File: src/rtl/apb_master.sv
// rtl/apb_master.sv - single-outstanding APB requester with wait-state timeout
//
// Ports:
//   pclk, presetn                 clock, asynchronous active-low reset
//   cmd_valid/cmd_ready           command handshake (accept on valid & ready)
//   cmd_write/addr/wdata/prot     command payload, registered onto the APB bus
//   rsp_valid                     one-cycle completion strobe
//   rsp_rdata/err/timeout         completion status (rdata is 0 for writes/timeouts)
//   psel/penable/pwrite/paddr/pwdata/pprot   APB requester outputs
//   pready/pslverr/prdata         APB completer inputs
module apb_master #(
    parameter int ADDR_WIDTH = 32,
    parameter int DATA_WIDTH = 32,
    parameter int TIMEOUT    = 16
) (
    input  logic                  pclk,
    input  logic                  presetn,

    input  logic                  cmd_valid,
    output logic                  cmd_ready,
    input  logic                  cmd_write,
    input  logic [ADDR_WIDTH-1:0] cmd_addr,
    input  logic [DATA_WIDTH-1:0] cmd_wdata,
    input  logic [2:0]            cmd_prot,

    output logic                  rsp_valid,
    output logic [DATA_WIDTH-1:0] rsp_rdata,
    output logic                  rsp_err,
    output logic                  rsp_timeout,

    output logic                  psel,
    output logic                  penable,
    output logic                  pwrite,
    output logic [ADDR_WIDTH-1:0] paddr,
    output logic [DATA_WIDTH-1:0] pwdata,
    output logic [2:0]            pprot,
    input  logic                  pready,
    input  logic                  pslverr,
    input  logic [DATA_WIDTH-1:0] prdata
);

    // A zero TIMEOUT still gets a 1-bit counter so the logic stays legal;
    // the compare is masked off by to_en in that case.
    localparam int CW = (TIMEOUT > 0) ? $clog2(TIMEOUT + 1) : 1;
    localparam logic [CW-1:0] TO_LAST = CW'((TIMEOUT > 0) ? (TIMEOUT - 1) : 0);
    localparam logic to_en = (TIMEOUT > 0);

    typedef enum logic [1:0] {
        S_IDLE,
        S_SETUP,
        S_ACCESS
    } state_t;

    state_t         state;
    logic [CW-1:0]  wait_cnt;
    logic           done;
    logic           to_hit;
    logic           accept;

    assign done   = (state == S_ACCESS) && pready;
    assign to_hit = to_en && (state == S_ACCESS) && !pready && (wait_cnt == TO_LAST);

    // Ready during the finishing ACCESS cycle lets the next command go
    // straight to SETUP, keeping psel high across back-to-back transfers.
    assign cmd_ready = (state == S_IDLE) || done || to_hit;
    assign accept    = cmd_valid && cmd_ready;

    always_ff @(posedge pclk or negedge presetn) begin
        if (!presetn) begin
            state       <= S_IDLE;
            wait_cnt    <= '0;
            psel        <= 1'b0;
            penable     <= 1'b0;
            pwrite      <= 1'b0;
            paddr       <= '0;
            pwdata      <= '0;
            pprot       <= 3'b000;
            rsp_valid   <= 1'b0;
            rsp_rdata   <= '0;
            rsp_err     <= 1'b0;
            rsp_timeout <= 1'b0;
        end else begin
            // Response fields are a one-cycle strobe; cleared unless set below.
            rsp_valid   <= 1'b0;
            rsp_rdata   <= '0;
            rsp_err     <= 1'b0;
            rsp_timeout <= 1'b0;

            // Bus payload only moves on accept and is otherwise held,
            // including in IDLE.
            if (accept) begin
                pwrite <= cmd_write;
                paddr  <= cmd_addr;
                pwdata <= cmd_wdata;
                pprot  <= cmd_prot;
            end

            case (state)
                S_IDLE: begin
                    if (accept) begin
                        state    <= S_SETUP;
                        psel     <= 1'b1;
                        penable  <= 1'b0;
                        wait_cnt <= '0;
                    end
                end

                S_SETUP: begin
                    state   <= S_ACCESS;
                    penable <= 1'b1;
                end

                S_ACCESS: begin
                    if (done || to_hit) begin
                        rsp_valid <= 1'b1;
                        if (done) begin
                            rsp_err   <= pslverr;
                            rsp_rdata <= pwrite ? '0 : prdata;
                        end else begin
                            rsp_err     <= 1'b1;
                            rsp_timeout <= 1'b1;
                        end
                        if (accept) begin
                            state    <= S_SETUP;
                            psel     <= 1'b1;
                            penable  <= 1'b0;
                            wait_cnt <= '0;
                        end else begin
                            state   <= S_IDLE;
                            psel    <= 1'b0;
                            penable <= 1'b0;
                        end
                    end else if (wait_cnt != {CW{1'b1}}) begin
                        wait_cnt <= wait_cnt + CW'(1);
                    end
                end

                default: begin
                    state   <= S_IDLE;
                    psel    <= 1'b0;
                    penable <= 1'b0;
                end
            endcase
        end
    end

endmodule

File: config.mk
export PLATFORM = sky130hd
export DESIGN_NAME = apb_master
export DESIGN_NICKNAME = d
export VERILOG_FILES = /design/src/rtl/apb_master.sv
export SDC_FILE = /design/constraint.sdc
export NUM_CORES = 1
export LEC_CHECK = 0
export CAP_MARGIN = 20
export CORE_ASPECT_RATIO = 2
export CORE_MARGIN = 1.5
export CORE_UTILIZATION = 39
export CTS_BUF_LIST = sky130_fd_sc_hd__clkbuf_8 sky130_fd_sc_hd__clkbuf_16
export DETAILED_ROUTE_END_ITERATION = 7
export GPL_TIMING_DRIVEN = 0
export MAX_ROUTING_LAYER = met4
export PLACE_DENSITY = 0.79
export SYNTH_ARGS = -nofsm -noshare
export SYNTH_HDL_FRONTEND = slang
export SYNTH_SLANG_ARGS = --single-unit
File: constraint.sdc
create_clock -name pclk -period 2.4 [get_ports pclk]
set_input_delay 0.36 -clock pclk [delete_from_list [all_inputs] [get_ports pclk]]
set_output_delay 0.36 -clock pclk [all_outputs]
set_load 0.1 [all_outputs]
Word level (Yosys, flattened, before mapping)
Index checks and enable logic that the tools add are counted.
{ "totals": {"ff_bits": 112, "inputBits": 105, "output_inout_bits": 106, "wordCells": 61} }
{ "classes": {"addsub": 1, "eq_ne": 7, "mux": 27, "bitwise": 1, "reduce_logical": 13} }
{ "ops": {"columns": ["operator", "count"], "rows": [
  ["2-to-1 mux 32 bit", 4],
  ["2-to-1 mux 5 bit", 3],
  ["2-to-1 mux 1 bit", 14],
  ["case mux 5 bit (2 select lines)", 1],
  ["case mux 1 bit (3 select lines)", 2],
  ["case mux 2 bit (3 select lines)", 1],
  ["adder 5 x 1 -> 5 bit, second input constant", 1],
  ["equality test 5 x 4 -> 1 bit, second input constant", 1],
  ["inequality test 5 bit, second input constant", 1],
  ["logical AND 1 bit", 4],
  ["2-to-1 mux 2 bit", 2],
  ["AND reduction 2 bit", 2],
  ["logical OR 1 bit", 3],
  ["inequality test 3 x 1 -> 1 bit, second input constant", 1],
  ["AND reduction 3 bit", 1],
  ["equality test 2 x 1 -> 1 bit, second input constant", 1],
  ["equality test 2 bit, second input constant", 1],
  ["zero test 2 bit", 1],
  ["inequality test 2 x 1 -> 1 bit, second input constant", 1],
  ["inequality test 2 bit, second input constant", 1],
  ["nonzero test 2 bit", 1],
  ["zero test 1 bit", 1],
  ["inverter 1 bit", 1]
]} }

Depth between registers and ports, before layout
{ "depth": {"depth_word": 8, "depth_mapped": 7, "depth_no_buf": 6} }

Least setup slack after synthesis
OpenSTA, ideal clock, no wires.
{ "synth_path": {"kind": "reg2out", "startpoint": "reg penable (netlist name)", "endpoint": "out cmd_ready", "arrival_time_ns": 2.355, "t_required_ns": 2.040, "setup_slack_ns": -0.315, "stages_incl_launch_ff": 3, "path_buffers": 0, "path_cell_list": "dfrtp_1 -> nor3b_2 -> nor2_1"} }
{ "synth_rtl": {"columns": ["item", "line", "text"], "rows": [
  ["to (decl)", "20", "output logic cmd_ready,"]
]} }

Worst setup path after layout
{ "layout_path": {"startpoint": "reg penable", "endpoint": "out penable"} }
{ "layout_rtl": {"columns": ["item", "line", "text"], "rows": [
  ["from (decl)", "32", "output logic penable,"],
  ["from (signal assigned)", "73", "penable <= 1'b0;"],
  ["from (signal assigned)", "103", "penable <= 1'b0;"],
  ["from (signal assigned)", "110", "penable <= 1'b1;"]
]} }
No word-level cell between the ends.

==> results_dict.tcl <==
set metrics [dict create \
    vias_per_cell 4.68 \
    root_buffer "clkbuf_16" \
    syn2layout_area_growth_pct 64.9 \
    fill_cells 762 \
    start_util 0.401 \
    pin_count 211 \
    drt-wirelength-per-cell_um 16.7 \
    cts_made_buffers 9 \
    routed_wl_um 10300 \
    synth_top_area_cell "dfrtp_1" \
    vias 2904 \
    cellLeakagePower_nw 2.85 \
    first_iter_violations 142 \
    grt_first_pass_wirelength_um 16000 \
    crit_slowest_cell "clkdlybuf4s50_1" \
    async_reset_ff_frac 1.00 \
    whs_ns 0.0498 \
    synth.yosys.seq_area_share 0.686 \
    placedCellCount 603 \
    drc_errors 0 \
    synth.net_count 365 \
    fp.dieH_um 147 \
    mappedNetlistArea_um2 4050 \
    ir_worst_vdd_mv 0.664 \
    final_util 0.662 \
    worst-path-buf-inv 1 \
    path_delay_family "buffers and inverters" \
    drive_gt1_frac 0.210 \
    yosysWarnings 0 \
    gr-usage-all-layers 0.203 \
    synth.distinct_cells 28 \
    post-route-period-util 0.960 \
    worstSkewPairLatency_ns 0.35 \
    place_hpwl_um 8140 \
    synth.area.top_cells "dfrtp_1 69%, mux2_2 19%, and2_1 5.1%, ha_1 0.93%, buf_2 0.87%" \
    grt_pass1_vias 3207 \
    grt_setup_unrepaired "no" \
    synth_edf_count 0 \
    worstHoldPathType "in -> async" \
    rows 52 \
    required_ns 2.04 \
    finalClockSkew_ns 0.0131 \
    ant_nets 0 \
    layout.cells.non_filler 620 \
    critPathLaunchType "register" \
    cts.sinks 111 \
    slew_viol_final 0 \
    syn_area_per_cell_um2 15.7 \
    worst_pin_slew_ns 1.04 \
    io_buffers 210 \
    synth_top_area_share 0.686 \
    drt_first_pass_iters 4 \
    cts_tree "yes" \
    grt_max_degree 58 \
    place_congestion 0.881 \
    worst-r2r-setup-slack_ns 0.22 \
    setup_violations 0 \
    overflow 0 \
    clkTransAtPathRegs_ns 0.08 \
    layout_min_cycle_time_ns 2.30 \
    max_freq_ghz 0.434 \
    cellPowerDensity_nw_per_um2 1150 \
    worstSetupPathType "reg -> out" \
    die_w_um 75.0 \
    antenna_found_initial 0 \
    max_slew_margin 0.302 \
    hold_viol_final 0 \
    synth-seq-cells 111 \
    cap_violations 0 \
    outcome "finished clean" \
    syn_inst 257 \
    arrival_ns 1.94 \
    slowest_delay_ns 1.17 \
    critPathCaptureType "output pin" \
    ys.flop_type "dfrtp_1" \
    core_um2 10100 \
    die_area_um2 11000 \
    crit_path_max_fanout 6 \
    fin_nets 588 \
    htree_num_levels 3 \
    path_cells "clkdlybuf4s50_1" \
    clockBufferDepth 2 \
    num_antenna_cells 0 \
]
==> through the flow <==
| step | setup slack (ns) | cell area [um2] | total power, mW | setup TNS, ns |
|---|---|---|---|---|
| 3_3_place_gp | -3.06 | 6320 | 6.26 | -339.21 |
| 2_1_floorplan | 0.150 | 4050 | 5.26 | 0 |
| 5_1_grt | 0.0185 | 6670 | 7.96 | 0 |
| 6_report | 0.0958 | 6670 | 7.68 | 0 |
| 4_1_cts | 0.0474 | 6640 | 7.75 | 0 |
| 3_5_place_dp | -0.430 | 6350 | 6.32 | -2.96 |
==> layer usage <==
metal	GRT usage	vias up	part of all wire
li1	-	1328	-
met3	0.0535	17	0.063
met4	0.0773	0	0.025
met5	-	-	0
met1	0.210	1424	0.35
met2	0.354	135	0.56
==> repair_timing <==
action / in CTS / in global routing
resized for setup: 10 / 6
setup endpoints to repair: 69 / 10
pin swaps: 1 / 2
gates cloned: 0 / 0
hold buffers: 0 / 0
buffers inserted: 0 / 1
==> sequential cells by signal, summed over array words and instances (netlist names), 3 cells and up <==
signal / count
paddr: 32
wait_cnt: 5
rsp_rdata: 32
pwdata: 32
pprot: 3
==> layout by cell type (no fill, tap or decap), types with 2 or more instances in the layout <==
master,Yosys,routed
nand2b_1,2,2
buf_2,7,7
clkbuf_1,3,3
buf_4,0,2
mux2_2,69,69
nor3b_1,2,2
clkbuf_16,0,9
clkdlybuf4s50_1,0,208
nand3_1,2,2
inv_1,2,3
and2_1,33,33
inv_6,0,2
clkinv_4,0,2
nor2_2,0,2
dfrtp_1,111,111
nor2_1,6,4
==> cells by family after synthesis <==
group / synth area share
flip-flops: 0.686
multiplexers: 0.194
AND/OR/NAND/NOR: 0.0791
buffers and inverters: 0.0133
AO/OA/AOI/OAI: 0.0176
adder cells (fa/ha/maj): 0.00927
==> Yosys cell counts, types with 2 or more instances <==
cell type,n
ha_1,3
buf_2,7
and2_1,33
nor2_1,6
clkbuf_1,3
nand3_1,2
mux2_2,69
nor3b_1,2
dfrtp_1,111
nand2b_1,2
inv_1,2
==> report_power, final <==
| group | total [mW] | internal (mW) | switching, mW |
|---|---|---|---|
| Combinational | 3.90 | 1.01 | 2.90 |
| Clock | 1.40 | 0.717 | 0.681 |
| Sequential | 2.38 | 2.21 | 0.179 |
| Total | 7.68 | 3.93 | 3.76 |
==> area by class of cell <==
cell class                      count  area, um2  area share
Timing Repair Buffer              212       2140       0.321
Clock buffer                        9        225      0.0338
Sequential cell                   111       2780       0.416
Buffer                             10       46.3     0.00694
Multi-Input combinational cell    134       1250       0.187
Clock inverter                      7       55.1     0.00825
Inverter                            2       7.51     0.00113
Tap cell                          135        169      0.0253
==> path summary, 6_finish.rpt <==
check / endpoint / cells after the start / start
worst max-delay path: penable / 1 / penable
worst max register to register: wait_cnt[3] / 6 / wait_cnt[0]
min in group pclk: pwdata[20] / 1 / pwdata[20]
worst min register to register: pwdata[20] / 1 / pwdata[20]
worst min-delay path: rsp_rdata[11] / 1 / presetn
max in group asynchronous: wait_cnt[4] / 2 / presetn
(Power assumes the default switching activity.)
